==> config.mk <==
export PLATFORM = sky130hd
export DESIGN_NAME = alu_module
export DESIGN_NICKNAME = d
export VERILOG_FILES = /design/src/rtl/alu_pkg.sv /design/src/rtl/alu_flag_decoder.sv /design/src/rtl/alu_module.sv
export SDC_FILE = /design/constraint.sdc
export NUM_CORES = 1
export LEC_CHECK = 0
export CORE_ASPECT_RATIO = 0.75
export CORE_MARGIN = 1
export CORE_UTILIZATION = 65
export DETAILED_ROUTE_END_ITERATION = 12
export HOLD_SLACK_MARGIN = 0.03
export PLACE_DENSITY = 0.84
export RECOVER_POWER = 25
export SLEW_MARGIN = 5
export SYNTH_ARGS = -nofsm -noshare
export SYNTH_HDL_FRONTEND = slang
export SYNTH_SLANG_ARGS = --single-unit
==> constraint.sdc <==
create_clock -name CLK -period 2.1 [get_ports CLK]
set_input_delay 0.42 -clock CLK [delete_from_list [all_inputs] [get_ports CLK]]
set_output_delay 0.42 -clock CLK [all_outputs]
set_load 0.03 [all_outputs]
==> src/rtl/alu_pkg.sv <==
// Shared definitions for the 16-bit ALU: data width, opcode encodings and
// comparison result codes.
package alu_pkg;

  localparam int unsigned DATA_W = 16;
  localparam int unsigned FUN_W  = 4;

  localparam logic [FUN_W-1:0] FUN_ADD  = 4'b0000;
  localparam logic [FUN_W-1:0] FUN_SUB  = 4'b0001;
  localparam logic [FUN_W-1:0] FUN_MUL  = 4'b0010;
  localparam logic [FUN_W-1:0] FUN_DIV  = 4'b0011;
  localparam logic [FUN_W-1:0] FUN_AND  = 4'b0100;
  localparam logic [FUN_W-1:0] FUN_OR   = 4'b0101;
  localparam logic [FUN_W-1:0] FUN_NAND = 4'b0110;
  localparam logic [FUN_W-1:0] FUN_NOR  = 4'b0111;
  localparam logic [FUN_W-1:0] FUN_XOR  = 4'b1000;
  localparam logic [FUN_W-1:0] FUN_XNOR = 4'b1001;
  localparam logic [FUN_W-1:0] FUN_CEQ  = 4'b1010;
  localparam logic [FUN_W-1:0] FUN_CGT  = 4'b1011;
  localparam logic [FUN_W-1:0] FUN_CLT  = 4'b1100;
  localparam logic [FUN_W-1:0] FUN_SHR  = 4'b1101;
  localparam logic [FUN_W-1:0] FUN_SHL  = 4'b1110;
  localparam logic [FUN_W-1:0] FUN_NOP  = 4'b1111;

  localparam logic [DATA_W-1:0] CMP_EQ = 16'd1;
  localparam logic [DATA_W-1:0] CMP_GT = 16'd2;
  localparam logic [DATA_W-1:0] CMP_LT = 16'd3;

  localparam logic [DATA_W-1:0] DIV_BY_ZERO = 16'hFFFF;

endpackage

==> src/rtl/alu_flag_decoder.sv <==
// Combinational decode of the operation select into the four class flags;
// at most one flag is high and none for the no-op encoding.
module alu_flag_decoder
  import alu_pkg::*;
(
  input  logic [FUN_W-1:0] ALU_FUN,
  output logic             Arith_flag,
  output logic             Logic_flag,
  output logic             CMP_flag,
  output logic             Shift_flag
);

  always_comb begin
    Arith_flag = 1'b0;
    Logic_flag = 1'b0;
    CMP_flag   = 1'b0;
    Shift_flag = 1'b0;
    case (ALU_FUN)
      FUN_ADD, FUN_SUB, FUN_MUL, FUN_DIV:                     Arith_flag = 1'b1;
      FUN_AND, FUN_OR, FUN_NAND, FUN_NOR, FUN_XOR, FUN_XNOR:  Logic_flag = 1'b1;
      FUN_CEQ, FUN_CGT, FUN_CLT:                              CMP_flag   = 1'b1;
      FUN_SHR, FUN_SHL:                                       Shift_flag = 1'b1;
      default: ;
    endcase
  end

endmodule

==> src/rtl/alu_module.sv <==
// 16-bit ALU: one combinational result mux feeding a single output register,
// plus combinational class flags decoded from ALU_FUN.
module alu_module
  import alu_pkg::*;
(
  input  logic              CLK,
  input  logic              RST,
  input  logic [DATA_W-1:0] A,
  input  logic [DATA_W-1:0] B,
  input  logic [FUN_W-1:0]  ALU_FUN,
  output logic [DATA_W-1:0] ALU_OUT,
  output logic              Arith_flag,
  output logic              Logic_flag,
  output logic              CMP_flag,
  output logic              Shift_flag
);

  logic [DATA_W-1:0] w_result;
  logic [DATA_W-1:0] r_alu_out;

  // Arithmetic is evaluated in the 16-bit result context, so carry, borrow
  // and the upper product bits wrap away naturally.
  always_comb begin
    w_result = '0;
    case (ALU_FUN)
      FUN_ADD:  w_result = A + B;
      FUN_SUB:  w_result = A - B;
      FUN_MUL:  w_result = A * B;
      FUN_DIV:  w_result = (B == '0) ? DIV_BY_ZERO : A / B;
      FUN_AND:  w_result = A & B;
      FUN_OR:   w_result = A | B;
      FUN_NAND: w_result = ~(A & B);
      FUN_NOR:  w_result = ~(A | B);
      FUN_XOR:  w_result = A ^ B;
      FUN_XNOR: w_result = ~(A ^ B);
      FUN_CEQ:  w_result = (A == B) ? CMP_EQ : '0;
      FUN_CGT:  w_result = (A > B)  ? CMP_GT : '0;
      FUN_CLT:  w_result = (A < B)  ? CMP_LT : '0;
      FUN_SHR:  w_result = A >> 1;
      FUN_SHL:  w_result = A << 1;
      default:  w_result = '0;
    endcase
  end

  always_ff @(posedge CLK or negedge RST) begin
    if (!RST) r_alu_out <= '0;
    else      r_alu_out <= w_result;
  end

  assign ALU_OUT = r_alu_out;

  alu_flag_decoder u_flag_decoder (
    .ALU_FUN    (ALU_FUN),
    .Arith_flag (Arith_flag),
    .Logic_flag (Logic_flag),
    .CMP_flag   (CMP_flag),
    .Shift_flag (Shift_flag)
  );

endmodule

==> reports/metrics.cfg, run 1 <==
[outcome]
status = stopped before the end
stop_stage = clock tree synthesis
stop_error = [ERROR DPL-0038] Utilization greater than 100%, impossible to legalize

[yosys]
synth_cell_types = 107
synth_top_area_share_pct = 20.71
syn_area_sq_um = 14260
ys_seq_area_share_pct = 2.808
syn-num-nets = 2281
synth_top_cell_by_area = ha_1
yosys-top-cells-area = ha_1 (21%), fa_1 (12%), nand2_1 (4.9%)
postSynthCellCount = 1925
ys_ff_latch = 16
synthFlopType = dfrtp_1
synth_edf_count = 0
synthArstFlopShare_pct = 100.0
syn_avg_cell_area_sq_um = 7.408
yosysWarnings = 0

[die]
rows = 46
pin_count = 58
die_h_microns = 130.3
die_w_microns = 173.0
floorplan.initialDensity_pct = 66.96

[placement]
post-dp-hpwl_microns = 60010
io_buffers = 57
gp_congestion = 1.245
place_area_sq_um = 20110

[clock_tree]
cts_max_path_buffers = 2
cts-buffers-inserted = 3
cts.htree.levels = 1
clockRootBuffer = clkbuf_16
cts.sinks = 16
cts_setup_buffers = 127
cts_hold_buffers = 0
ctsResizeCount = 384

[synthesized netlist by cell type (all sizes together), types with 29 or more instances]
cell type,instances
nor3,63
nand2,188
o21ai,120
o211ai,29
inv,183
fa,82
a21o,33
clkbuf,72
xor2,35
ha,236
xnor2,66
o21a,32
a21oi,128
nor2,174
[kinds of logic after synthesis]
| family | count (synthesis) | share of synthesized area (%) |
|---|---|---|
| and+or+nand+nor | 603 | 20.12 |
| AOI/OAI and AO/OA | 576 | 28.12 |
| adders and majority gates | 318 | 32.22 |
| buffers and inverters | 276 | 7.809 |
| xor gates and xnor gates | 101 | 6.203 |
| muxes | 35 | 2.720 |
| DFF | 16 | 2.808 |
[through the flow]
stage	setup TNS [ns]	util [%]	instances	setup slack, ns	hold slack, ns
3_5_place_dp	-192.47	94.41	2802	-24.45	0.9205
3_3_place_gp	-175.95	94.41	2802	-22.31	0.8782
2_1_floorplan	-163.95	-	1925	-21.89	0.1244
==> run 2, diff against run 1 <==
--- a/config.mk
+++ b/config.mk
@@ -5,12 +5,10 @@
 export SDC_FILE = /design/constraint.sdc
 export NUM_CORES = 1
 export LEC_CHECK = 0
-export CORE_ASPECT_RATIO = 0.75
 export CORE_MARGIN = 1
-export CORE_UTILIZATION = 65
+export CORE_UTILIZATION = 40
 export DETAILED_ROUTE_END_ITERATION = 12
-export HOLD_SLACK_MARGIN = 0.03
-export PLACE_DENSITY = 0.84
+export PLACE_DENSITY_LB_ADDON = 0.15
 export RECOVER_POWER = 25
 export SLEW_MARGIN = 5
 export SYNTH_ARGS = -nofsm -noshare
==> run 2 against run 1 <==
The flow now finishes, with violations (negative setup slack). Synthesized cell count is the same. Synthesized area is the same.
==> reports/metrics.cfg, run 2 <==
[outcome]
status = complete, but fails checks  ; was stopped before the end
failed_checks = negative setup slack

[die]
die_h_microns = 190.8  ; was 130.3 microns
floorplan.initialDensity_pct = 40.98  ; was 66.96%
die_area_sq_um = 36410
pin_count = 58  ; unchanged
die_w_microns = 190.8  ; was 173.0 microns
coreArea_sq_um = 34800
rows = 68  ; was 46

[routing]
vias_per_cell = 5.837
drt-pass1-iter-count = 5
first_iter_violations = 1245
drc = 0
via_count = 18440
routed_wl_microns = 70500
ant_nets = 0
routedWlPerCell_microns = 22.32

[sta]
worstMarginPinSlew_ns = 1.038
finalCriticalPeriod_ns = 24.55
max_freq_ghz = 0.04073
slew_headroom_pct = 30.82
hold_ws_ns = 0.8677
drv_slew = 0
setup_viol = 16
fin_crit_sh_pct = 1169
finalHoldViolations = 0
rsz0062_at_grt = true
setup_ws_ns = -22.45

[clock_tree]
tritoncts = built
cts_max_path_buffers = 2  ; unchanged
cts.reportedPaths.clkPinSlew_ns = 0.06
cts.htree.levels = 1  ; unchanged
clockRootBuffer = clkbuf_16  ; unchanged
cts-buffers-inserted = 3  ; unchanged
cts.sinks = 16  ; unchanged
cts_hold_buffers = 0  ; unchanged

[final_layout]
finalNetCount = 3061
multi_input_area_sq_um = 14800
drive_gt1_share_pct = 43.23
area_growth_pct = 66.55
post-route-util_pct = 68.25
n_fill_cell = 2856
fin_cells = 3159
largest_register_ff_count = 16
regArea_sq_um = 400.4
final_cell_mix = buf_4 (729), ha_1 (187), nand2_1 (180)
layout.cells.most_common = buf_4
diodes = 0

[yosys]
synthFlopType = dfrtp_1  ; unchanged
yosys.area_share.simple_pct = 20.12  ; unchanged
synth_top_cell_by_area = ha_1  ; unchanged
synth_compound_area_share_pct = 28.12  ; unchanged
yosys-top-cells-area = ha_1 (21%), fa_1 (12%), nand2_1 (4.9%)  ; unchanged
synth_cell_types = 107  ; unchanged
syn_avg_cell_area_sq_um = 7.408  ; unchanged
ys_top_cells_by_count = ha_1 (236), nand2_1 (188), inv_1 (183)  ; unchanged
yosysWarnings = 0  ; unchanged
synthMuxAreaShare_pct = 2.720  ; unchanged
synth_edf_count = 0  ; unchanged
synth_top_area_share_pct = 20.71  ; unchanged
synth-adder-area-share_pct = 32.22  ; unchanged
syn-num-nets = 2281  ; unchanged
ys_ff_latch = 16  ; unchanged
synthArstFlopShare_pct = 100.0  ; unchanged
synth_top_family_by_area = adder cells  ; unchanged
synth_xor_area_share_pct = 6.203  ; unchanged
syn_area_sq_um = 14260  ; unchanged
postSynthCellCount = 1925  ; unchanged
ys_seq_area_share_pct = 2.808  ; unchanged
yosysMostFrequentCell = ha_1  ; unchanged

[worst_setup_path]
cp.required_ns = 2.24
critical_path.max_fanout = 8
cpMaxStageDelayCell = or4bb_1
start_kind = input pin
arrival_ns = 24.69
end_kind = flip-flop
slowest_delay_ns = 0.49
path_class = input pin to flip-flop
cpMostUsedCell = ha_4

[pwr]
switchingPower_w = 0.008412
p_clk_share_pct = 2.6
pwr_density_cell_nw_per_um2 = 706.8
p_int_w = 0.008375
switching_share_pct = 50.11
p_seq_share_pct = 2.5
p_comb_share_pct = 94.9
p_leak_nw = 11.11
vdd_drop_max_v = 0.001890

[placement]
post-dp-hpwl_microns = 53930  ; was 60010 microns
io_buffers = 57  ; unchanged
gp_congestion = 1.004  ; was 1.245
place_ws_ns = -23.48  ; was -24.45 ns
placed_cells = 3030  ; was 2802

[global_route]
grt_pass1_vias = 18236
antenna_found_initial = 2
track_usage_pct = 37.49
grt_overflow = 0
grt_max_degree = 31
grt_first_pass_wirelength_microns = 104400

[run]
max-cap-violations = 0

[hold_path]
hp-class = input pin to asynchronous set/reset pin

run 2: how the worst max path moves through the flow:
| stage | startpoint | end | slack, ns | cells past startpoint |
|---|---|---|---|---|
| floorplan | B[15] | ALU_OUT[0] | -21.89 | 119 |
| global placement | B[10] | ALU_OUT[0] | -22.88 | 114 |
| detailed placement | B[10] | ALU_OUT[0] | -23.48 | 116 |
| CTS | B[9] | ALU_OUT[0] | -21.88 | 112 |
| global route | B[9] | ALU_OUT[0] | -23.44 | 115 |
| finish | B[9] | ALU_OUT[0] | -22.45 | 117 |
run 2: power groups by stage:
stage	Clock, W	Sequential (W)	Combinational (W)
final	0.000433	0.000417	0.0159
after global routing	0.000452	0.000423	0.0169
after CTS	0.000442	0.000419	0.0142
after detailed placement	0	0.000420	0.0129
after global placement	0	0.000418	0.0127
after floorplan	0	0.000585	0.00725
run 2: cell type report:
type                    count  share of cell area, %
clock buffers               4                 0.3740
multi-input cells        1633                  62.31
repair buffers            863                  30.04
inverters                 188                  3.192
flip-flops and latches     16                  1.686
well taps                 455                  2.397
run 2: critical path: cells and delay by family:
| family | cells | cell delay, ns |
|---|---|---|
| buffers and inverters | 14 | 1.99 |
| multiplexers | 7 | 2.24 |
| AO/OA/AOI/OAI | 62 | 12.57 |
| adder cells (fa/ha/maj) | 15 | 3.85 |
| AND/OR/NAND/NOR | 19 | 3.53 |
run 2: per-layer routing:
metal	part of all wire, %	vias up	GRT usage (%)
met4	6.0	2	17.63
met5	0.018	-	0
met1	41	8961	46.88
met3	6.6	221	4.214
met2	47	743	63.89
li1	-	8513	-
run 2: kinds of logic after synthesis:
group | count (synthesis)
simple gates | 603
mux | 35
compound gates | 576
buf+inv | 276
fa+ha+maj | 318
xor+xnor | 101
flops | 16
run 2: repair_timing:
action	4_1_cts	5_1_grt
gates resized for setup	273	184
setup endpoints to repair	18	16
buffers inserted	72	57
cloned	5	0
pin swaps	139	141
run 2: through the flow:
stage / setup TNS [ns] / total power [W] / cell area [sq um]
floorplan: -163.95 / 0.007837 / 14990
global placement: -182.88 / 0.01309 / 20790
finish: -171.07 / 0.01679 / 23750
CTS: -169.02 / 0.01503 / 22480
global route: -179.01 / 0.01782 / 23750
detailed placement: -187.34 / 0.01329 / 20790
(Power assumes the default switching activity.)
